===== config.mk =====
export PLATFORM = sky130hd
export DESIGN_NAME = doy_calc_arbiter
export DESIGN_NICKNAME = d
export VERILOG_FILES = /design/src/rtl/doy_pkg.sv /design/src/rtl/day_of_year_calc.sv /design/src/rtl/doy_rr_picker.sv /design/src/rtl/doy_calc_arbiter.sv
export SDC_FILE = /design/constraint.sdc
export NUM_CORES = 1
export LEC_CHECK = 0
export ABC_AREA = 0
export BUFFER_PORTS_ARGS = -buffer_cell sky130_fd_sc_hd__buf_4
export CORE_ASPECT_RATIO = 0.75
export CORE_MARGIN = 10
export CORE_UTILIZATION = 25
export CTS_CLUSTER_SIZE = 8
export DETAILED_ROUTE_END_ITERATION = 6
export PLACE_DENSITY = 0.49
export SLEW_MARGIN = 40
export SYNTH_ARGS = -nofsm -noshare
export SYNTH_HDL_FRONTEND = slang
export SYNTH_SLANG_ARGS = --single-unit
export TNS_END_PERCENT = 30

===== constraint.sdc =====
create_clock -name clk -period 10.8 [get_ports clk]
set_input_delay 0 -clock clk [delete_from_list [all_inputs] [get_ports clk]]
set_output_delay 0 -clock clk [all_outputs]
set_load 0.02 [all_outputs]

===== src/rtl/doy_pkg.sv =====
// Shared types, month table and leap-year helper for the day-of-year arbiter.
package doy_pkg;

    typedef struct packed {
        logic [5:0]  day;
        logic [3:0]  month;
        logic [10:0] year;
    } date_t;

    typedef enum logic [1:0] {
        IDLE = 2'd0,
        CALC = 2'd1,
        RESP = 2'd2
    } state_t;

    // Non-leap month lengths; February gets its extra day from is_leap().
    localparam logic [4:0] DAYS_IN_MONTH [1:12] = '{
        5'd31, 5'd28, 5'd31, 5'd30, 5'd31, 5'd30,
        5'd31, 5'd31, 5'd30, 5'd31, 5'd30, 5'd31
    };

    // Gregorian rule; year 0 is divisible by 400 and therefore leap.
    function automatic logic is_leap(input logic [10:0] year);
        return ((year % 11'd4) == 11'd0) &&
               (((year % 11'd100) != 11'd0) || ((year % 11'd400) == 11'd0));
    endfunction

endpackage


===== src/rtl/day_of_year_calc.sv =====
// Combinational day-of-year calculator: cumulative days before the month,
// plus the day of month, plus one after February in leap years.
// Months outside 1..12 give an unspecified (but defined) result.
module day_of_year_calc
    import doy_pkg::*;
(
    input  logic [5:0]  day,
    input  logic [3:0]  month,
    input  logic [10:0] year,
    output logic [8:0]  day_of_year
);

    logic [8:0] days_before;
    logic       leap_adj;

    // Cumulative day count at the start of each month plus leap correction.
    always_comb begin
        days_before = 9'd0;
        case (month)
            4'd1:    days_before = 9'd0;
            4'd2:    days_before = 9'd31;
            4'd3:    days_before = 9'd59;
            4'd4:    days_before = 9'd90;
            4'd5:    days_before = 9'd120;
            4'd6:    days_before = 9'd151;
            4'd7:    days_before = 9'd181;
            4'd8:    days_before = 9'd212;
            4'd9:    days_before = 9'd243;
            4'd10:   days_before = 9'd273;
            4'd11:   days_before = 9'd304;
            4'd12:   days_before = 9'd334;
            default: days_before = 9'd0;
        endcase
        leap_adj    = is_leap(year) && (month > 4'd2) && (month <= 4'd12);
        day_of_year = days_before + {3'b000, day} + {8'b0000_0000, leap_adj};
    end

endmodule


===== src/rtl/doy_rr_picker.sv =====
// Round-robin priority select: first asserted valid searching upward from
// last_grant+1 with wrap-around. Purely combinational.
module doy_rr_picker #(
    parameter int N_REQ = 4,
    parameter int ID_W  = $clog2(N_REQ)
) (
    input  logic [N_REQ-1:0] valid,
    input  logic [ID_W-1:0]  last_grant,
    output logic [N_REQ-1:0] grant,
    output logic [ID_W-1:0]  grant_id
);

    logic            found;
    logic [ID_W-1:0] idx;

    // Walk the N_REQ candidates in rotated order, keep the first hit.
    always_comb begin
        grant    = '0;
        grant_id = '0;
        found    = 1'b0;
        idx      = '0;
        for (int k = 1; k <= N_REQ; k++) begin
            idx = ID_W'((int'(last_grant) + k) % N_REQ);
            if (!found && valid[idx]) begin
                found       = 1'b1;
                grant[idx]  = 1'b1;
                grant_id    = idx;
            end
        end
    end

endmodule


===== src/rtl/doy_calc_arbiter.sv =====
// Shares one day_of_year_calc between N_REQ requesters. One transaction in
// flight: accept (IDLE) -> registered compute (CALC) -> hold response (RESP).
// Optional date range checking is enabled by defining DOY_RANGE_CHECK_EN;
// without it rsp_error is tied low and no checker exists.
//
// state | meaning
// IDLE  | waiting for a request; grants one requester combinationally
// CALC  | captured date drives the calculator; result registered
// RESP  | response presented until rsp_ready, then pointer advances
module doy_calc_arbiter
    import doy_pkg::*;
#(
    parameter int N_REQ = 4,
    parameter int ID_W  = $clog2(N_REQ)
) (
    input  logic              clk,
    input  logic              rst,
    input  logic [N_REQ-1:0]  req_valid,
    output logic [N_REQ-1:0]  req_ready,
    input  logic [N_REQ*6-1:0]  req_day,
    input  logic [N_REQ*4-1:0]  req_month,
    input  logic [N_REQ*11-1:0] req_year,
    output logic              rsp_valid,
    input  logic              rsp_ready,
    output logic [ID_W-1:0]   rsp_id,
    output logic [8:0]        rsp_day_of_year,
    output logic              rsp_error
);

    state_t            state, state_nxt;
    logic [ID_W-1:0]   last_grant;
    logic [N_REQ-1:0]  pick_grant;
    logic [ID_W-1:0]   pick_id;
    logic              accept;
    date_t             sel_date;
    date_t             date_q;
    logic [ID_W-1:0]   id_q;
    logic [8:0]        result_q;
    logic [8:0]        calc_doy;

    doy_rr_picker #(
        .N_REQ (N_REQ),
        .ID_W  (ID_W)
    ) u_picker (
        .valid      (req_valid),
        .last_grant (last_grant),
        .grant      (pick_grant),
        .grant_id   (pick_id)
    );

    day_of_year_calc u_calc (
        .day         (date_q.day),
        .month       (date_q.month),
        .year        (date_q.year),
        .day_of_year (calc_doy)
    );

    // Route the granted requester's date slices to the capture registers.
    always_comb begin
        sel_date.day   = req_day[6*int'(pick_id) +: 6];
        sel_date.month = req_month[4*int'(pick_id) +: 4];
        sel_date.year  = req_year[11*int'(pick_id) +: 11];
    end

    // State register.
    always_ff @(posedge clk or posedge rst) begin
        if (rst) state <= IDLE;
        else     state <= state_nxt;
    end

    // Next state and accept; ready is held low while reset is asserted so no
    // handshake can appear to complete during reset.
    always_comb begin
        state_nxt = state;
        req_ready = '0;
        accept    = 1'b0;
        case (state)
            IDLE: begin
                if (!rst && (|req_valid)) begin
                    req_ready = pick_grant;
                    accept    = 1'b1;
                    state_nxt = CALC;
                end
            end
            CALC:    state_nxt = RESP;
            RESP:    if (rsp_ready) state_nxt = IDLE;
            default: state_nxt = IDLE;
        endcase
    end

    assign rsp_valid       = (state == RESP);
    assign rsp_id          = id_q;
    assign rsp_day_of_year = result_q;

`ifdef DOY_RANGE_CHECK_EN
    logic       date_bad;
    logic [5:0] day_limit;
    logic       error_q;

    // Month must be 1..12 and day 1..month length (Feb 29 only in leap years).
    always_comb begin
        date_bad  = 1'b1;
        day_limit = 6'd0;
        if ((date_q.month >= 4'd1) && (date_q.month <= 4'd12)) begin
            day_limit = {1'b0, DAYS_IN_MONTH[date_q.month]} +
                        {5'b00000, (date_q.month == 4'd2) && is_leap(date_q.year)};
            date_bad  = (date_q.day == 6'd0) || (date_q.day > day_limit);
        end
    end

    // Error flag is registered alongside the result in CALC.
    always_ff @(posedge clk or posedge rst) begin
        if (rst)                 error_q <= 1'b0;
        else if (state == CALC)  error_q <= date_bad;
    end

    assign rsp_error = error_q;
`else
    assign rsp_error = 1'b0;
`endif

    // Capture request, register result, advance the round-robin pointer.
    always_ff @(posedge clk or posedge rst) begin
        if (rst) begin
            date_q     <= '0;
            id_q       <= '0;
            result_q   <= '0;
            last_grant <= ID_W'(N_REQ - 1);
        end else begin
            if (accept) begin
                date_q <= sel_date;
                id_q   <= pick_id;
            end
            if (state == CALC) begin
`ifdef DOY_RANGE_CHECK_EN
                result_q <= date_bad ? 9'd0 : calc_doy;
`else
                result_q <= calc_doy;
`endif
            end
            if ((state == RESP) && rsp_ready) last_grant <= id_q;
        end
    end

endmodule


Word-level counts from Yosys, hierarchy flattened
Memories as Yosys holds them, arrays and structs flattened.
Index checks and enable logic that the tools add are counted.
{ "word_totals": {"register_bits": 36, "latchBits": 0, "ramBits": 0, "mem_bits_ro": 144, "in_bits": 91, "memories": 1} }
{ "memory_table": {"columns": ["name", "depth", "word_bits", "read_ports", "rd_ports_with_merged_regs", "wr", "line", "source"], "rows": [
  ["(name not given)", 16, 9, 1, 0, 0, "day_of_year_calc.sv:19", "case (month)"]
]} }
{ "op_classes": {"addsub": 6, "mul": 2, "div_mod_pow": 2, "n_lt_le_gt_ge": 10, "n_eq_ne": 4, "shifts": 3, "n_mux": 34, "n_bitwise": 3, "reduce_logical": 23} }
{ "ops": {"columns": ["operator", "n"], "rows": [
  ["indexed part select 44 x 7 -> 11 bit", 1],
  ["2-to-1 mux 4 bit", 6],
  ["indexed part select 24 x 6 -> 6 bit", 1],
  ["zero test 11 bit", 2],
  ["indexed part select 16 x 5 -> 4 bit", 1],
  ["2-to-1 mux 1 bit", 13],
  ["logical AND 1 bit", 12],
  ["< comparator 2 x 3 -> 1 bit, second input constant", 4],
  ["2-to-1 mux 2 bit", 6],
  ["bitwise OR 4 bit", 3],
  ["modulo 11 x 7 -> 11 bit, second input constant", 1],
  ["modulo 11 x 9 -> 11 bit, second input constant", 1],
  ["nonzero test 11 bit", 1],
  ["adder 9 x 1 -> 9 bit", 1],
  ["adder 9 x 6 -> 9 bit", 1],
  ["binary-select mux 1 bit (select 2 bit)", 4],
  ["demux 1 bit (select 2 bit)", 4],
  ["greater-or-equal comparator 2 x 1 -> 1 bit, second input constant", 4],
  ["multiplier 4 x 2 -> 6 bit, first input constant", 1],
  ["case mux 2 bit (3 select lines)", 1],
  ["adder 2 x 1 -> 2 bit, second input constant", 2],
  ["adder 2 bit, second input constant", 2],
  ["> comparator 4 x 2 -> 1 bit, second input constant", 1],
  ["<= comparator 4 bit, second input constant", 1],
  ["other kinds (10)", 13]
]} }

Depth between registers and ports, before layout
{ "depth": {"ltp_word": 15, "ltp_mapped": 23, "depth_no_buf": 21} }

Cells and area by module
From an unflattened synthesis, not the netlist that was laid out.
{ "unflattened": {"cells_unflattened": 358, "hier_area_um2": 3809.9} }
{ "by_module_without_submodules": {"columns": ["module", "instances", "cells_per_inst", "area_each_um2", "seq_area_each_um2"], "rows": [
  ["doy_calc_arbiter", 1, 112, 1909.3, 903.4],
  ["day_of_year_calc", 1, 187, 1410.1, 0.0],
  ["doy_rr_picker", 1, 59, 490.5, 0.0]
]} }

Worst setup path after synthesis
Ideal clock, no wire load.
{ "synth_path": {"path_type": "reg2reg", "startpoint": "register date_q[6] (netlist name)", "endpoint": "register result_q[8], in the netlist rsp_day_of_year[8]", "setup_ns": 0.083, "t_arrival_ns": 4.699, "required_time_ns": 10.717, "slack_ns": 6.018, "stages_incl_launch_ff": 23, "n_path_buf": 1, "period_less_slack_ns": 4.782, "cell_sequence": "dfrtp_1 > buf_6 > or3b_1 > o211ai_2 > a21oi_2 > or4_4 > a211oi_4 > a211oi_2 > nor3b_2 > xnor2_1 > a2111oi_4 > a2111oi_2 > fa_1 > fa_1 > a21o_1 > a21oi_1 > nor2b_1 > o21ai_0 > nand2b_1 > nand2_1 > xor2_1 > a21oi_1 > o21ai_0"} }
{ "synth_via": {"elab_chain_len": 7, "elab_cells_between_ends": 9, "cone_classes": "1 x add/sub; 2 x div; 6 x reduce/logical"} }
{ "synth_rtl": {"columns": ["item", "line", "source"], "rows": [
  ["start, declared", "doy_calc_arbiter.sv:36", "date_t date_q;"],
  ["start signal, assigned", "doy_calc_arbiter.sv:131", "date_q <= sel_date;"],
  ["modulo 11 x 7 -> 11 bit or modulo 11 x 9 -> 11 bit (tied branches)", "doy_pkg.sv:25", "(((year % 11'd100) != 11'd0) || ((year % 11'd400) == 11'd0));"],
  ["nonzero test 11 bit or zero test 11 bit (tied branches)", "doy_pkg.sv:25", null],
  ["logical OR 1 bit (*)", "doy_pkg.sv:25", null],
  ["logical AND 1 bit (*)", "doy_pkg.sv:24", "return ((year % 11'd4) == 11'd0) &&"],
  ["logical AND 1 bit (*) (2 in a row)", "day_of_year_calc.sv:34", "leap_adj = is_leap(year) && (month > 4'd2) && (month <= 4'd12);"],
  ["adder 9 x 1 -> 9 bit (*)", "day_of_year_calc.sv:35", "day_of_year = days_before + {3'b000, day} + {8'b0000_0000, leap_adj};"],
  ["end signal, assigned", "doy_calc_arbiter.sv:138", "result_q <= calc_doy;"],
  ["end, declared", "doy_calc_arbiter.sv:38", "logic [8:0] result_q;"]
]} }
Mark *: on every way between the ends. The rest lies on a longest branch, timed or not.
A chain may end at the register's enable or synchronous reset.

Worst setup path in the final report
{ "layout_path": {"startpoint": "register date_q[9] (netlist name)", "endpoint": "register result_q[8], in the netlist rsp_day_of_year[8]"} }
The elaborated chain is that of the path after synthesis.

==> PnR_summary.wiki <==
{| class="wikitable"
! Metric !! Value
|-
| Outcome || finished clean
|-
| Post-Synthesis Mean Instance Area || ~8.2 sq um
|-
| Number of H-tree branching levels || 2
|-
| Critical path required time || ~11000 ps
|-
| RSZ-0062 raised after global routing || no
|-
| Drt initial violations || 298
|-
| Skew-Pair Late Insertion Delay || 290 ps
|-
| Final worst path period need || roughly 5400 ps
|-
| Worst max-slew margin expressed relative to the limit || between 40% and 50%
|-
| Sort of element at the end of the critical path || flip-flop
|-
| Die X || roughly 160 um
|-
| Slew at the pin closest to its max-slew limit || ~800 ps
|-
| Mapped Nets || ~580
|-
| Number of antenna violations at the first check in global routing || 0
|-
| Number of rows created at floorplan || 38
|-
| Final worst clock skew || between 5 and 6 ps
|-
| Cell types occupying the most area after synthesis || dfrtp_1 (23%), o21ai_0 (9.5%), mux2i_1 (8.3%)
|-
| Net switching power || approximately 860 uW
|-
| Setup total negative slack || 0 ps
|-
| Global-route wire length before repair || approximately 19000 um
|-
| Count of endpoints failing hold in the final timing report || 0
|-
| Setup Buffers After CTS || 0
|-
| Number of CTS-inserted buffers || 5
|-
| Final antenna-violating net count || 0
|-
| Synthesized instance count || 461
|-
| Initial core utilization || between 20% and 30%
|-
| Clk Tree Root Cell || clkbuf_16
|-
| Final-stage net count || about 660
|-
| Wirelength, routed || roughly 12000 um
|-
| Maximum cell stage delay along the critical path || roughly 700 ps
|-
| Most common cell type on the critical path || o21ai_0
|-
| Launching element type of the critical path || flip-flop
|-
| Worst Hold End || date_q[13]
|-
| Critical Path Source || date_q[9]
|-
| Leakage dissipation || about 0.0022 uW
|-
| Worst R2R Setup Slack || between 5000 and 6000 ps
|-
| Switching part of the total || 50.44%
|-
| Worst IR drop on VDD || 98.18 uV
|-
| Number of failing setup endpoints in the final timing report || 0
|-
| Most frequent standard cell in the layout excluding fill and tap cells || buf_4
|-
| Count of instances resized after the clock tree is built || 0
|-
| Routed wire length per instance || roughly 15 um
|-
| Standard cell with the maximum stage delay on the critical path || dfrtp_1
|-
| Final max-slew violation count || 0
|-
| Fraction of layout cells with a size suffix above 1 || about 29%
|-
| Arrival time of the worst setup path || 5620 ps
|-
| Flip-flop cell with the highest count after synthesis || dfrtp_1
|-
| Clock Power Share || 9.1%
|-
| Sequential-to-total area share from yosys stat || about 24%
|-
| Final design utilization || between 30% and 40%
|-
| Worst-case reg-to-reg path depth || 21
|-
| CTS Hold Buffers Added || 2
|-
| Die span in y || about 130 um
|-
| # DRC || 0
|-
| Relative contribution of sequential cells to total power || about a fifth
|-
| Critical-path maximum fanout || 19
|-
| Area share of the largest cell type after synthesis || ~23%
|-
| Endpoint of the worst register-to-register path || rsp_day_of_year[8]
|-
| Signed area change from the synthesized netlist to the final layout || 30.60%
|-
| Number of enable flip-flop cells after synthesis || 0
|-
| Half-perimeter wire length of the detailed placement result || approximately 8900 um
|-
| Final RePlAce weighted congestion || around 0.80
|-
| Maximum clock path buffer count || 2
|-
| Diodes inserted || 0
|-
| Synth warnings || 0
|-
| Dominant cell type by area after synthesis || dfrtp_1
|-
| Total clock sinks || 36
|-
| Power per Cell Area || roughly 350 nW/um^2
|-
| Synth Register Bits || 36
|-
| Combinational Power Share || ~72%
|-
| Clock transition at the registers of the reported paths || approximately 60 ps
|-
| Crit Path Category || reg -> reg
|-
| Crit share post-route || between 50% and 60%
|-
| Proportion of synthesized flip-flops having asynchronous set or reset || 100.0%
|-
| Top achievable clock speed || 184.4 MHz
|-
| Startpoint of the most critical hold path || req_month[14]
|-
| Number of detailed-route iterations in the first pass || 4
|-
| Post-Syn Area || roughly 3800 sq um
|-
| Reg2Reg Launch Point || date_q[9]
|-
| Via/cell ratio || 4.809
|-
| Number of global-route vias before repair || around 3700
|-
| Worst min-delay path class || in -> reg
|-
| Internal power of the cells || 848.9 uW
|-
| CTS tree || done
|-
| Overall via count from detail_route || around 3600
|-
| Largest net degree at the start of global routing || 41
|-
| Number of cells on the worst hold path || 5
|-
| Total global routing overflow || 0
|-
| Number of distinct library cell variants in the gate-level netlist after synthesis || slightly above 70
|-
| Placeable core region || about 15000 sq um
|-
| Cells along the critical path || or3b_1 -> o211ai_2 -> a21oi_2 -> or4_4 -> a211oi_4 -> o21ai_0 -> and2_1 -> o32a_1 -> mux2i_1 -> a2111oi_2 -> fa_1 -> fa_1 -> a21o_1 -> a21oi_1 -> nor2b_1 -> o21ai_0 -> nand2b_1 -> nand2_1 -> xor2_1 -> a21oi_1 -> o21ai_0
|-
| Buffers on Ports || about 110
|-
| Total global routing track utilization || between 10% and 20%
|-
| Maxcap violations || 0
|-
| Overall die area || 20380 sq um
|-
| Leading cell types in the layout, fill and taps excluded || buf_4 (110), nand2_1 (72), o21ai_0 (71)
|-
| Boundary Pins || roughly 110
|}
[layout make-up]
class,instances,area [sq um]
Clock buffer,8,156.4
Fill cell,1551,9689
Inverter,12,45.04
Multi-Input combinational cell,381,2695
Sequential cell,36,903.4
Tap cell,200,250.2
Timing Repair Buffer,113,857.1
[worst max-delay path by stage]
stage | to | slack (ps) | cells after the start
2_1_floorplan | rsp_day_of_year[8] | 6020 | 22
3_3_place_gp | rsp_day_of_year[8] | 5540 | 21
3_5_place_dp | rsp_day_of_year[8] | 5430 | 21
4_1_cts | rsp_day_of_year[8] | 5430 | 21
5_1_grt | rsp_day_of_year[8] | 5010 | 21
6_report | rsp_day_of_year[8] | 5380 | 21
[power by group through the flow]
stage	combinational (uW)	clock [uW]	sequential (uW)
2_1_floorplan	971	0	277
3_3_place_gp	1210	0	328
3_5_place_dp	1220	0	331
4_1_cts	1230	160	329
5_1_grt	1380	167	348
6_report	1230	156	331
[cell families after synthesis]
group / Yosys count / synth area share, %
mux: 58 / 16.35
flops: 36 / 24.04
compound gates: 143 / 25.17
xor+xnor: 10 / 2.331
other cells: 1 / 0.09980
simple gates: 145 / 18.45
fa+ha+maj: 24 / 8.392
buf+inv: 44 / 5.161
[worst max-delay path, delay by kind of cell (launching register included)]
kind                     cells  cell delay [ps]
AO/OA/AOI/OAI               11             2000
XOR/XNOR                     1              150
flip-flops                   1              690
AND/OR/NAND/NOR              6             1470
adder cells (fa/ha/maj)      2              820
multiplexers                 1              200
[synthesized netlist by cell type (all sizes together) (3+ instances only)]
cell and number:
o21ai 73, nand2 72, dfrtp 34, mux2i 31, mux2 27, clkbuf 25
nor2 24, ha 22, a21oi 16, inv 10, nand2b 9, o211ai 8
buf 7, nand3 6, xor2 6, a221oi 5, nor2b 5, a22oi 4
and2 4, nor3b 4, o21a 4, o311a 4, xnor2 4, a2111oi 3
a21boi 3, nand3b 3, nor3 3, o221ai 3, or3 3
[stage by stage]
step	cell area (sq um)	hold WS (ps)	worst slack, ps	total power (uW)	std cells
final	4907	104.3	5378	1713	750
after global routing	4907	159.6	5008	1896	750
after CTS	4896	118.7	5426	1719	749
after detailed placement	4720	163.5	5426	1554	739
after global placement	4720	157.4	5539	1539	739
after floorplan	3757	107.6	6018	1248	461
[registers in the layout, summed over array words and instances (netlist names)]
name / count
date_q: 21
last_grant: 2
rsp_day_of_year: 9
state: 2
rsp_id: 2
[metal layers]
metal / GRT usage (%) / wire (um) / up-vias
li1: - / - / 1846
met1: 14.83 / 5687 / 1665
met2: 17.38 / 5133 / 88
met3: 2.799 / 673 / 8
met4: 2.403 / 97 / 0
met5: 0 / 0 / -
Note: power is estimated with default switching activity, not from simulation.
